--- src/rtl/regfile_write_buffer_pkg.sv ---
// rtl/regfile_write_buffer_pkg.sv - datapath definitions shared by the write-back buffer
package regfile_write_buffer_pkg;

    localparam int DATA_W   = 32;
    localparam int ADDR_W   = 5;
    localparam int ZERO_REG = 0;

    typedef struct packed {
        logic [ADDR_W-1:0] wreg;
        logic [DATA_W-1:0] data;
    } wb_entry_t;

    // Control-word encodings, kept here so the decoder can reuse them
    localparam logic REGDST_RT    = 1'b0;
    localparam logic REGDST_RD    = 1'b1;
    localparam logic MEMTOREG_ALU = 1'b0;
    localparam logic MEMTOREG_MEM = 1'b1;

endpackage

--- src/rtl/regfile_write_buffer_fifo.sv ---
// rtl/regfile_write_buffer_fifo.sv - in-order result queue with age-ordered view for forwarding
module wb_fifo #(
    parameter int DEPTH  = 4,
    parameter int DATA_W = 32,
    parameter int ADDR_W = 5,
    localparam int PTR_W = $clog2(DEPTH),
    localparam int CNT_W = $clog2(DEPTH + 1)
) (
    input  logic                           clk,
    input  logic                           resetn,
    input  logic                           flush,
    input  logic                           push,
    input  logic                           pop,
    input  logic [ADDR_W-1:0]              push_reg,
    input  logic [DATA_W-1:0]              push_data,
    output logic [CNT_W-1:0]               count,
    output logic [DEPTH-1:0]               age_valid,
    output logic [DEPTH-1:0][ADDR_W-1:0]   age_reg,
    output logic [DEPTH-1:0][DATA_W-1:0]   age_data
);

    logic [ADDR_W-1:0] mem_reg  [DEPTH];
    logic [DATA_W-1:0] mem_data [DEPTH];
    logic [PTR_W-1:0]  wr_ptr;
    logic [PTR_W-1:0]  rd_ptr;
    logic              do_push;
    logic              do_pop;
    logic              clear;

    assign clear   = !resetn || flush;
    assign do_push = push && (count != CNT_W'(DEPTH));
    assign do_pop  = pop && (count != '0);

    always_ff @(posedge clk) begin
        if (clear) begin
            wr_ptr <= '0;
            rd_ptr <= '0;
            count  <= '0;
        end else begin
            if (do_push) wr_ptr <= wr_ptr + 1'b1;
            if (do_pop)  rd_ptr <= rd_ptr + 1'b1;
            if (do_push && !do_pop)      count <= count + 1'b1;
            else if (do_pop && !do_push) count <= count - 1'b1;
        end
    end

    // Storage is deliberately left out of reset
    always_ff @(posedge clk) begin
        if (!clear && do_push) begin
            mem_reg[wr_ptr]  <= push_reg;
            mem_data[wr_ptr] <= push_data;
        end
    end

    // Index 0 is the head (oldest); higher indices are progressively younger
    always_comb begin
        age_valid = '0;
        age_reg   = '0;
        age_data  = '0;
        for (int k = 0; k < DEPTH; k++) begin
            age_valid[k] = CNT_W'(k) < count;
            age_reg[k]   = mem_reg[rd_ptr + PTR_W'(k)];
            age_data[k]  = mem_data[rd_ptr + PTR_W'(k)];
        end
    end

endmodule

--- src/rtl/regfile_write_buffer.sv ---
// rtl/regfile_write_buffer.sv - write-back result queue draining into the register file with forwarding
module regfile_write_buffer #(
    parameter int DEPTH   = 4,
    parameter int DATA_W  = 32,
    parameter int ADDR_W  = 5,
    parameter int DROP_R0 = 1,
    localparam int CNT_W  = $clog2(DEPTH + 1)
) (
    input  logic              CLK,
    input  logic              RESET,
    input  logic              InValid,
    output logic              InReady,
    input  logic              RegDst,
    input  logic              MemtoReg,
    input  logic [ADDR_W-1:0] Rt,
    input  logic [ADDR_W-1:0] Rd,
    input  logic [DATA_W-1:0] ALUOut,
    input  logic [DATA_W-1:0] MemData,
    output logic              RegWrite,
    output logic [ADDR_W-1:0] WriteReg,
    output logic [DATA_W-1:0] WriteData,
    input  logic              WriteAck,
    input  logic              Flush,
    input  logic [ADDR_W-1:0] ReadReg1,
    input  logic [ADDR_W-1:0] ReadReg2,
    output logic              Fwd1Valid,
    output logic              Fwd2Valid,
    output logic [DATA_W-1:0] Fwd1Data,
    output logic [DATA_W-1:0] Fwd2Data,
    output logic [CNT_W-1:0]  Count
);

    import regfile_write_buffer_pkg::*;

    logic [ADDR_W-1:0]             dest;
    logic [DATA_W-1:0]             wdata;
    logic                          accept;
    logic                          push;
    logic [DEPTH-1:0]              age_valid;
    logic [DEPTH-1:0][ADDR_W-1:0]  age_reg;
    logic [DEPTH-1:0][DATA_W-1:0]  age_data;

    assign dest    = (RegDst == REGDST_RD) ? Rd : Rt;
    assign wdata   = (MemtoReg == MEMTOREG_MEM) ? MemData : ALUOut;
    assign InReady = RESET && !Flush && (Count < CNT_W'(DEPTH));
    assign accept  = InValid && InReady;
    // A write to the hardwired zero register completes the handshake but is not queued
    assign push    = accept && !((DROP_R0 != 0) && (dest == ADDR_W'(ZERO_REG)));

    wb_fifo #(
        .DEPTH  (DEPTH),
        .DATA_W (DATA_W),
        .ADDR_W (ADDR_W)
    ) u_fifo (
        .clk       (CLK),
        .resetn    (RESET),
        .flush     (Flush),
        .push      (push),
        .pop       (WriteAck),
        .push_reg  (dest),
        .push_data (wdata),
        .count     (Count),
        .age_valid (age_valid),
        .age_reg   (age_reg),
        .age_data  (age_data)
    );

    assign RegWrite  = (Count != '0);
    assign WriteReg  = RegWrite ? age_reg[0]  : '0;
    assign WriteData = RegWrite ? age_data[0] : '0;

    // Scanning oldest to youngest lets the youngest match win
    always_comb begin
        Fwd1Valid = 1'b0;
        Fwd1Data  = '0;
        Fwd2Valid = 1'b0;
        Fwd2Data  = '0;
        for (int k = 0; k < DEPTH; k++) begin
            if (age_valid[k] && age_reg[k] == ReadReg1 &&
                !((DROP_R0 != 0) && ReadReg1 == ADDR_W'(ZERO_REG))) begin
                Fwd1Valid = 1'b1;
                Fwd1Data  = age_data[k];
            end
            if (age_valid[k] && age_reg[k] == ReadReg2 &&
                !((DROP_R0 != 0) && ReadReg2 == ADDR_W'(ZERO_REG))) begin
                Fwd2Valid = 1'b1;
                Fwd2Data  = age_data[k];
            end
        end
    end

endmodule

--- config.mk ---
export PLATFORM = sky130hd
export DESIGN_NAME = regfile_write_buffer
export DESIGN_NICKNAME = d
export VERILOG_FILES = /design/src/rtl/regfile_write_buffer_pkg.sv /design/src/rtl/regfile_write_buffer_fifo.sv /design/src/rtl/regfile_write_buffer.sv
export SDC_FILE = /design/constraint.sdc
export NUM_CORES = 1
export LEC_CHECK = 0
export ABC_AREA = 1
export BUFFER_PORTS_ARGS = -buffer_cell sky130_fd_sc_hd__clkbuf_2
export CORE_MARGIN = 2
export CORE_UTILIZATION = 38
export CTS_CLUSTER_DIAMETER = 40
export DETAILED_ROUTE_END_ITERATION = 10
export GPL_ROUTABILITY_DRIVEN = 0
export PLACE_DENSITY_LB_ADDON = 0.2
export SETUP_SLACK_MARGIN = 0.15
export SLEW_MARGIN = 20
export SYNTH_ARGS = -nofsm -noshare
export SYNTH_HDL_FRONTEND = slang
export SYNTH_HIERARCHICAL = 1
export SYNTH_SLANG_ARGS = --single-unit
--- constraint.sdc ---
create_clock -name CLK -period 3.5 [get_ports CLK]
set_input_delay 0 -clock CLK [delete_from_list [all_inputs] [get_ports CLK]]
set_output_delay 0 -clock CLK [all_outputs]
set_load 0.01 [all_outputs]
==> qor.yml <==
grt_pass1_wl_um: 79450
core_um2: 36430
die_w_um: 195.9
power_density_nw_per_um2: 298.1
clockBufferDepth: 2
synth_edf_count: 148
start_kind: "flip-flop"
p_clk_share_pct: 37.6
antenna_cells: 0
rows: 70
io_pins: 199
async_reset_ff_share_pct: 0
synth_cell_types: 39
clock-skew-final_ns: 0.009916
dp_hpwl_um: 35780
required_ns: 3.50
setup.worst_path.class: "reg2out"
synth_area_um2: 13990
antenna_found_initial: 1
holdWs_ns: 0.01908
vias: 15117
ys.flop_type: "edfxtp_1"
swShare_pct: 30.40
max_cap_violations: 0
initial_core_util_pct: 38.41
hold_violations: 0
setup_viol: 0
grt-ovfl-total: 0
cts.htree.levels: 4
fp.dieArea_um2: 38380
p_leak_uw: 0.008102
min_period_ns: 3.171
p_seq_share_pct: 41.4
area_growth_pct: 20.93
io_buffers: 198
p_int_uw: 3512
place_area_um2: 15350
fin_crit_sh_pct: 90.59
syn_avg_cell_area_um2: 6.611
syn_nets: 2217
viasPerCell: 5.364
critPathCaptureType: "output pin"
ir_drop_mv: 0.2369
ys_ff_latch: 157
cts_num_sinks: 157
dr.first_iter.drc_count: 1582
wl_per_cell_um: 18.99
nets: 2437
drcViolationCount: 0
clock.fmax_ghz: 0.3154
numCtsBuffers: 17
path_clk_slew_ns: 0.07
hold_class: "in2reg"
clk_latency_ns: 0.43
cts_tree: "done"
ant_nets: 0
die_h_um: 195.9
status: "finished, final reports clean"
p_switching_uw: 1534
crit_arrival_ns: 3.17
tightest_slew_ns: 0.6059
largest_reg_flops: 128
yosys_warnings: 6
grt_max_degree: 68
cts_root_buffer: "clkbuf_16"
synthCells: 2117
p_comb_share_pct: 21.0
grt_usage_pct: 26.80
fill_cells: 3696
drtPass1Iterations: 6
crit_fanout: 23
wl_um: 53510
max_slew_margin_pct: 59.18
grt_pass1_vias: 14289
fin_tns_setup_ns: 0
slew_violations: 0
seq_area_frac_synth_pct: 33.04
final_area_um2: 16920
rsz0062_at_grt: "yes"
drive_above_1_share_pct: 19.87
power by group through the flow:
stage | Sequential [uW] | Combinational [uW] | Clock (uW)
floorplan | 2120 | 589 | 0
global placement | 2130 | 926 | 0
CTS | 2090 | 1030 | 1920
detailed placement | 2130 | 938 | 0
finish | 2090 | 1060 | 1900
global route | 2090 | 1150 | 1990
timing repair:
item	in CTS	in global routing
cloned	0	3
setup buffers	5	7
hold buffers	72	1
endpoints found under the hold margin	143	4
endpoints found under the setup margin	66	65
resized for setup	10	16
pin swaps	2	5
area by class of cell:
cell class              instances  area [um^2]  share of cell area (%)
repair buffers                341         2355                   13.91
clock inverters                14        158.9                  0.9389
well taps                     468        585.6                   3.460
clock buffers                  18        429.2                   2.536
multi-input cells            1492         7522                   44.45
flip-flops and latches        157         4634                   27.38
inverters                     328         1239                   7.319
cell usage after synthesis, drive strengths merged, types with 2 or more instances:
master | count | area, um^2
xnor2 | 11 | 96.34
buf | 97 | 599.3
or2 | 6 | 37.54
a22oi | 32 | 240.2
nor3 | 3 | 20.02
clkbuf | 45 | 168.9
inv | 327 | 1227
nand2 | 540 | 2084
ha | 9 | 112.6
nand3 | 200 | 1011
o22ai | 8 | 50.05
dfxtp | 9 | 180.2
edfxtp | 148 | 4444
mux2 | 35 | 394.1
a21oi | 136 | 902.1
o21ai | 264 | 1321
nor2 | 231 | 974.7
xor2 | 5 | 43.79
nand4 | 3 | 33.78
and2 | 2 | 12.51
a21boi | 2 | 15.01
placed cells by master (no fill, tap or decap), drive strengths merged, types with 8 or more instances in the layout:
cell type    instances
a21oi              136
a22oi               32
buf                 69
clkbuf             217
dfxtp                9
dlygate4sd3         73
edfxtp             148
ha                   9
inv                332
mux2                35
nand2              542
nand3              200
nor2               231
o21ai              264
o22ai                8
xnor2               11
worst paths after layout:
kind / startpoint / endpoint / slack, ns / cells after the start
worst max-delay path: flip-flop / Fwd1Data[27] / 0.33 / 13
worst min-delay path: Rt[4] / u_fifo/mem_reg[3][4] / 0.02 / 3
worst max register to register: u_fifo/count[2] / u_fifo/mem_data[1][18] / 0.94 / 8
worst min register to register: u_fifo/wr_ptr[1] / u_fifo/wr_ptr[1] / 0.56 / 2
per-stage QoR:
step	setup slack, ns	std cells	utilization, %	total power, uW
finish	0.3294	2818	46.45	5046
global route	0.1349	2818	46.45	5228
CTS	0.1261	2807	45.95	5031
detailed placement	0.3026	2698	42.14	3067
global placement	0.3420	2698	42.14	3054
floorplan	-0.1049	2117	-	2713
logic make-up (layout without fill, tap and decap cells):
kind of cell,Yosys count,after routing,share of synthesized area (%)
XOR/XNOR,16,16,1.001
multiplexers,35,35,2.816
buffers and inverters,470,701,14.29
AND/OR/NAND/NOR,986,988,29.88
flip-flops,157,157,33.04
adder cells (fa/ha/maj),9,9,0.8047
AO/OA/AOI/OAI,444,444,18.17
layer usage:
metal / GRT usage [%] / wire, um / up-vias
met1: 35.17 / 22420 / 6955
met4: 9.456 / 1487 / 0
li1: - / - / 7251
met3: 3.283 / 4806 / 116
met5: 0 / 0 / -
met2: 45.56 / 24800 / 795
critical path, cell delays in order (launching register included):
cell      delay [ns]
dfxtp_2         0.41
inv_2           0.18
o21ai_0         0.10
o21ai_0         0.37
inv_1           0.20
nand2_1         0.09
nand3_1         0.12
nor2_4          0.39
buf_12          0.25
nand3_1         0.09
nand2_1         0.09
nand2_1         0.07
a21oi_2         0.21
clkbuf_2        0.18
(Power assumes the default switching activity.)
